### config.mk
export PLATFORM = sky130hd
export DESIGN_NAME = slot_payout_engine
export DESIGN_NICKNAME = d
export VERILOG_FILES = /design/src/rtl/slot_payout_engine.sv
export SDC_FILE = /design/constraint.sdc
export NUM_CORES = 1
export LEC_CHECK = 0
export CORE_MARGIN = 4
export CORE_UTILIZATION = 50
export CTS_BUF_LIST = sky130_fd_sc_hd__clkbuf_4
export DETAILED_ROUTE_END_ITERATION = 7
export PLACE_DENSITY = 0.78
export SYNTH_ARGS = -nofsm -noshare
export SYNTH_HDL_FRONTEND = slang
export SYNTH_SLANG_ARGS = --single-unit
### constraint.sdc
create_clock -name clk -period 6.6 [get_ports clk]
set_input_delay 1.32 -clock clk [delete_from_list [all_inputs] [get_ports clk]]
set_output_delay 1.32 -clock clk [all_outputs]
set_load 0.02 [all_outputs]
### src/rtl/slot_payout_engine.sv
// Slot machine spin controller: takes the bet on a button press, waits for the
// reels to settle after release, latches and classifies the symbols, then
// credits the payout. Also keeps the balance and spin/win statistics.
module slot_payout_engine #(
  parameter int CREDIT_W      = 16,
  parameter int START_CREDITS = 1000,
  parameter int BET           = 10,
  parameter int PAY_PAIR      = 50,
  parameter int PAY_TRIPLE    = 500,
  parameter int PAY_JACKPOT   = 5000,
  parameter int SETTLE_CYCLES = 50
) (
  input  logic                clk,
  input  logic                reset,
  input  logic                button_press,
  input  logic [2:0]          rng1,
  input  logic [2:0]          rng2,
  input  logic [2:0]          rng3,
  output logic [CREDIT_W-1:0] credits,
  output logic [2:0]          reel1,
  output logic [2:0]          reel2,
  output logic [2:0]          reel3,
  output logic [1:0]          win_code,
  output logic [CREDIT_W-1:0] payout,
  output logic                spin_active,
  output logic                result_valid,
  output logic                insufficient,
  output logic [15:0]         spin_count,
  output logic [15:0]         win_count
);

  localparam int CNT_W = (SETTLE_CYCLES > 1) ? $clog2(SETTLE_CYCLES) : 1;
  localparam logic [CREDIT_W-1:0] L_START   = CREDIT_W'(START_CREDITS);
  localparam logic [CREDIT_W-1:0] L_BET     = CREDIT_W'(BET);
  localparam logic [CREDIT_W-1:0] L_PAIR    = CREDIT_W'(PAY_PAIR);
  localparam logic [CREDIT_W-1:0] L_TRIPLE  = CREDIT_W'(PAY_TRIPLE);
  localparam logic [CREDIT_W-1:0] L_JACKPOT = CREDIT_W'(PAY_JACKPOT);
  localparam logic [CNT_W-1:0]    L_SETTLE  = CNT_W'(SETTLE_CYCLES - 1);

  typedef enum logic [1:0] {S_IDLE, S_SPIN, S_SETTLE, S_EVAL} state_t;

  state_t              r_state;
  logic                r_btn_q;
  logic [CNT_W-1:0]    r_settle_cnt;
  logic [CREDIT_W-1:0] r_credits;
  logic [2:0]          r_reel1, r_reel2, r_reel3;
  logic [1:0]          r_win_code;
  logic [CREDIT_W-1:0] r_payout;
  logic                r_spin_active;
  logic                r_result_valid;
  logic                r_insufficient;
  logic [15:0]         r_spin_count;
  logic [15:0]         r_win_count;

  logic                w_press_edge;
  logic [1:0]          w_win_code;
  logic [CREDIT_W-1:0] w_payout;
  logic [CREDIT_W:0]   w_sum;
  logic [CREDIT_W-1:0] w_credits_won;

  assign w_press_edge  = button_press & ~r_btn_q;
  assign w_sum         = {1'b0, r_credits} + {1'b0, r_payout};
  assign w_credits_won = w_sum[CREDIT_W] ? {CREDIT_W{1'b1}} : w_sum[CREDIT_W-1:0];

  // Classify the live reel symbols; only captured when the reels are latched.
  always_comb begin
    w_win_code = 2'd0;
    w_payout   = '0;
    if (rng1 == rng2 && rng2 == rng3) begin
      if (rng1 == 3'b111) begin
        w_win_code = 2'd3;
        w_payout   = L_JACKPOT;
      end else begin
        w_win_code = 2'd2;
        w_payout   = L_TRIPLE;
      end
    end else if (rng1 == rng2 || rng2 == rng3 || rng1 == rng3) begin
      w_win_code = 2'd1;
      w_payout   = L_PAIR;
    end
  end

  // Spin FSM with registered outputs, balance and statistics.
  always_ff @(posedge clk or posedge reset) begin
    if (reset) begin
      r_state        <= S_IDLE;
      r_btn_q        <= 1'b0;
      r_settle_cnt   <= '0;
      r_credits      <= L_START;
      r_reel1        <= 3'd0;
      r_reel2        <= 3'd0;
      r_reel3        <= 3'd0;
      r_win_code     <= 2'd0;
      r_payout       <= '0;
      r_spin_active  <= 1'b0;
      r_result_valid <= 1'b0;
      r_insufficient <= 1'b0;
      r_spin_count   <= 16'd0;
      r_win_count    <= 16'd0;
    end else begin
      r_btn_q        <= button_press;
      r_result_valid <= 1'b0;
      r_insufficient <= 1'b0;
      case (r_state)
        S_IDLE: begin
          if (w_press_edge) begin
            if (r_credits >= L_BET) begin
              r_credits     <= r_credits - L_BET;
              r_spin_count  <= r_spin_count + 16'd1;
              r_spin_active <= 1'b1;
              r_state       <= S_SPIN;
            end else begin
              r_insufficient <= 1'b1;
            end
          end
        end
        S_SPIN: begin
          if (!button_press) begin
            r_settle_cnt <= L_SETTLE;
            r_state      <= S_SETTLE;
          end
        end
        S_SETTLE: begin
          if (r_settle_cnt == '0) begin
            r_reel1        <= rng1;
            r_reel2        <= rng2;
            r_reel3        <= rng3;
            r_win_code     <= w_win_code;
            r_payout       <= w_payout;
            r_result_valid <= 1'b1;
            r_state        <= S_EVAL;
          end else begin
            r_settle_cnt <= r_settle_cnt - CNT_W'(1);
          end
        end
        S_EVAL: begin
          r_credits <= w_credits_won;
          if (r_win_code != 2'd0) begin
            r_win_count <= r_win_count + 16'd1;
          end
          r_spin_active <= 1'b0;
          r_state       <= S_IDLE;
        end
        default: r_state <= S_IDLE;
      endcase
    end
  end

  assign credits      = r_credits;
  assign reel1        = r_reel1;
  assign reel2        = r_reel2;
  assign reel3        = r_reel3;
  assign win_code     = r_win_code;
  assign payout       = r_payout;
  assign spin_active  = r_spin_active;
  assign result_valid = r_result_valid;
  assign insufficient = r_insufficient;
  assign spin_count   = r_spin_count;
  assign win_count    = r_win_count;

endmodule

==> flow_summary.json <==
{
  "insertion_delay_ns": 0.44,
  "ios": 90,
  "synth_cells": 449,
  "place_congestion": 0.867,
  "antenna_found_initial": 0,
  "cts_resized": 0,
  "worstPathRequired_ns": 6.93,
  "first_pass_iters": 5,
  "fin_crit_sh_pct": 51.5,
  "fin_setup_tns_ns": 0,
  "power_density_mw_per_mm2": 364,
  "placementRows": 34,
  "synth.distinct_cells": 67,
  "cts_made_buffers": 9,
  "grt.total_usage_pct": 20.1,
  "antenna_cells": 0,
  "timing.fmax_mhz": 294,
  "cts_tree": "yes",
  "fin_cells": 639,
  "synth.avg_cell_area_um2": 9.93,
  "drive_gt1_share_pct": 8.29,
  "synth_flop_cell": "dfrtp_1",
  "rsz0062_at_grt": "no",
  "hold_path.class": "flop to flop",
  "htree_levels": 3,
  "slew_viol_final": 0,
  "hpwl_um": 7450,
  "die_area_mm2": 0.0105,
  "maxCapViolCount": 0,
  "antenna_left": 0,
  "ys_seq_area_share_pct": 42.3,
  "cts_root_buffer": "clkbuf_4",
  "vias_per_cell": 5.79,
  "p_leak_uw": 0.00232,
  "core_mm2": 0.00872,
  "hold_viol": 0,
  "synth_warnings": 0,
  "clk_path_buf_depth": 2,
  "worstPathArrival_ns": 3.73,
  "portBuffers": 83,
  "drtIter0Drc": 234,
  "ys_ff_latch": 75,
  "routed_wl_um": 10300,
  "wl_per_cell_um": 16.1,
  "vdd_drop_max_v": 0.000208,
  "mappedNetlistArea_mm2": 0.00446,
  "num_vias": 3702,
  "synth_edf_count": 0,
  "place_inst": 623,
  "drc": 0,
  "die_height_um": 102,
  "critPathMaxFanout": 19,
  "clock-sinks": 75,
  "worst_pin_slew_ns": 0.949,
  "crit_path_start_kind": "input pin",
  "postSynth.asyncResetShare_pct": 100,
  "initial_core_util_pct": 51.1,
  "gr-total-overflow": 0,
  "die_x_um": 102,
  "holdBufCountCts": 0,
  "grt_pass1_wl_um": 17000,
  "num-nets-final": 558,
  "grt_max_degree": 76,
  "max-slew-margin-rel_pct": 36.7,
  "status": "complete, no violations",
  "post_cts_buffers": 0,
  "setup_viol": 0,
  "syn_to_final_growth_pct": 23.3,
  "clock-skew-final_ns": 0.0132,
  "clk_pin_slew_ns": 0.12,
  "grt_pass1_vias": 3488,
  "fin_crit_ns": 3.40,
  "crit_path_end_kind": "flop",
  "worstSetupPathType": "input pin to flop"
}
[final timing paths]
path / startpoint / to / slack [ns] / depth (start not counted)
setup / recovery: button_press / credits[1] / 3.20 / 6
min in group asynchronous: reset / spin_count[15] / 1.50 / 3
max in group asynchronous: reset / credits[1] / 4.50 / 3
setup reg to reg: r_state[0] / credits[1] / 3.72 / 6
hold reg to reg: win_count[15] / win_count[15] / 0.47 / 1
hold / removal: win_count[15] / win_count[15] / 0.47 / 1
[through the flow]
stage | hold slack, ns | worst slack, ns | util [%] | total power (µW) | instance area, µm²
final | 0.475 | 3.20 | 63.0 | 2000 | 5500
after global routing | 0.489 | 3.02 | 63.0 | 2140 | 5500
after CTS | 0.486 | 3.31 | 63.0 | 2010 | 5500
after detailed placement | 0.468 | 2.85 | 60.7 | 1600 | 5300
after global placement | 0.461 | 2.88 | 60.7 | 1580 | 5300
after floorplan | 0.512 | 3.38 | - | 1300 | 4480
[cell usage in the layout, fill, tap and decap left out, types with 4 or more instances in the layout]
master	synthesis	layout
nand3_1	23	23
nor3_1	12	12
a21o_1	9	9
clkbuf_4	0	10
inv_1	17	16
bufinv_16	0	4
xnor2_1	32	32
dfstp_2	6	6
dfrtp_1	69	69
and2_1	5	5
a211oi_1	5	5
and3_1	9	9
clkdlybuf4s50_1	0	83
mux2_2	11	11
o21ai_0	15	15
xor2_1	16	16
nand4_1	13	13
nand2_1	33	33
a21oi_1	24	24
o22ai_1	6	6
o21bai_1	4	4
conb_1	1	6
a22o_1	4	4
o211ai_1	4	4
nor2_1	30	30
ha_1	19	19
[Yosys cell counts (4+ instances only)]
master	count	area share [%]
nor3_1	12	1.3
nand4_1	13	1.8
ha_1	19	5.3
a21o_1	9	1.5
xor2_1	16	3.1
nand3_1	23	2.6
clkbuf_1	6	0.51
nor2_1	30	2.5
a21oi_1	24	2.7
and2_1	5	0.70
o21bai_1	4	0.67
a211oi_1	5	0.84
o211ai_1	4	0.67
buf_4	12	2.0
mux2_2	11	2.8
nand2_1	33	2.8
dfstp_2	6	3.5
o22ai_1	6	0.84
inv_1	17	1.4
and3_1	9	1.3
dfrtp_1	69	39
o21ai_0	15	1.7
a22o_1	4	0.79
xnor2_1	32	6.3
[critical path, cell delays in order]
cell and delay, ns:
clkdlybuf4s50_1 0.61, inv_1 0.12, nor3b_1 0.35, o32a_1 0.66, nand2_1 0.33, o221a_2 0.32
[cell type report]
class	instances	area (µm²)
sequential	75	1880
inverter	17	63.8
multi-input combinational	339	2370
clock buffer	10	75.1
timing repair buffer	84	838
tap	108	135
clock inverter	6	128
fill	706	3220
[routing by layer]
metal  vias to the layer above  global-route usage, %  part of all wire [%]
li1                       1773                      -                     -
met1                      1776                   26.7                    45
met2                       134                   32.3                    47
met3                        19                   4.37                   7.0
met4                         0                   7.67                   1.6
met5                         -                      0                     0
[power by group]
group          switching (µW)  internal, µW  total [µW]  leakage [µW]
clock                     168           232         400      0.000106
sequential                149           567         716      0.000952
combinational             491           397         888       0.00126
[sequential cells by signal, indices dropped and copies added (netlist names)]
name / count
credits: 16
spin_count: 16
win_count: 16
r_settle_cnt: 6
payout: 5
reel1: 3
reel2: 3
reel3: 3
r_state: 2
insufficient: 1
r_btn_q: 1
result_valid: 1
spin_active: 1
win_code: 1
[kinds of logic (layout without fill, tap and decap cells)]
logic type      count (synthesis)  in the layout  share of synthesized area (%)
compound gates                102            102                           16.4
xor+xnor                       48             48                           9.43
fa+ha+maj                      20             20                           5.78
buf+inv                        40            117                           4.94
flops                          75             75                           42.3
mux                            13             13                           3.23
other cells                     1              6                         0.0841
simple gates                  150            150                           17.9
Note: power is estimated with default switching activity, not from simulation.
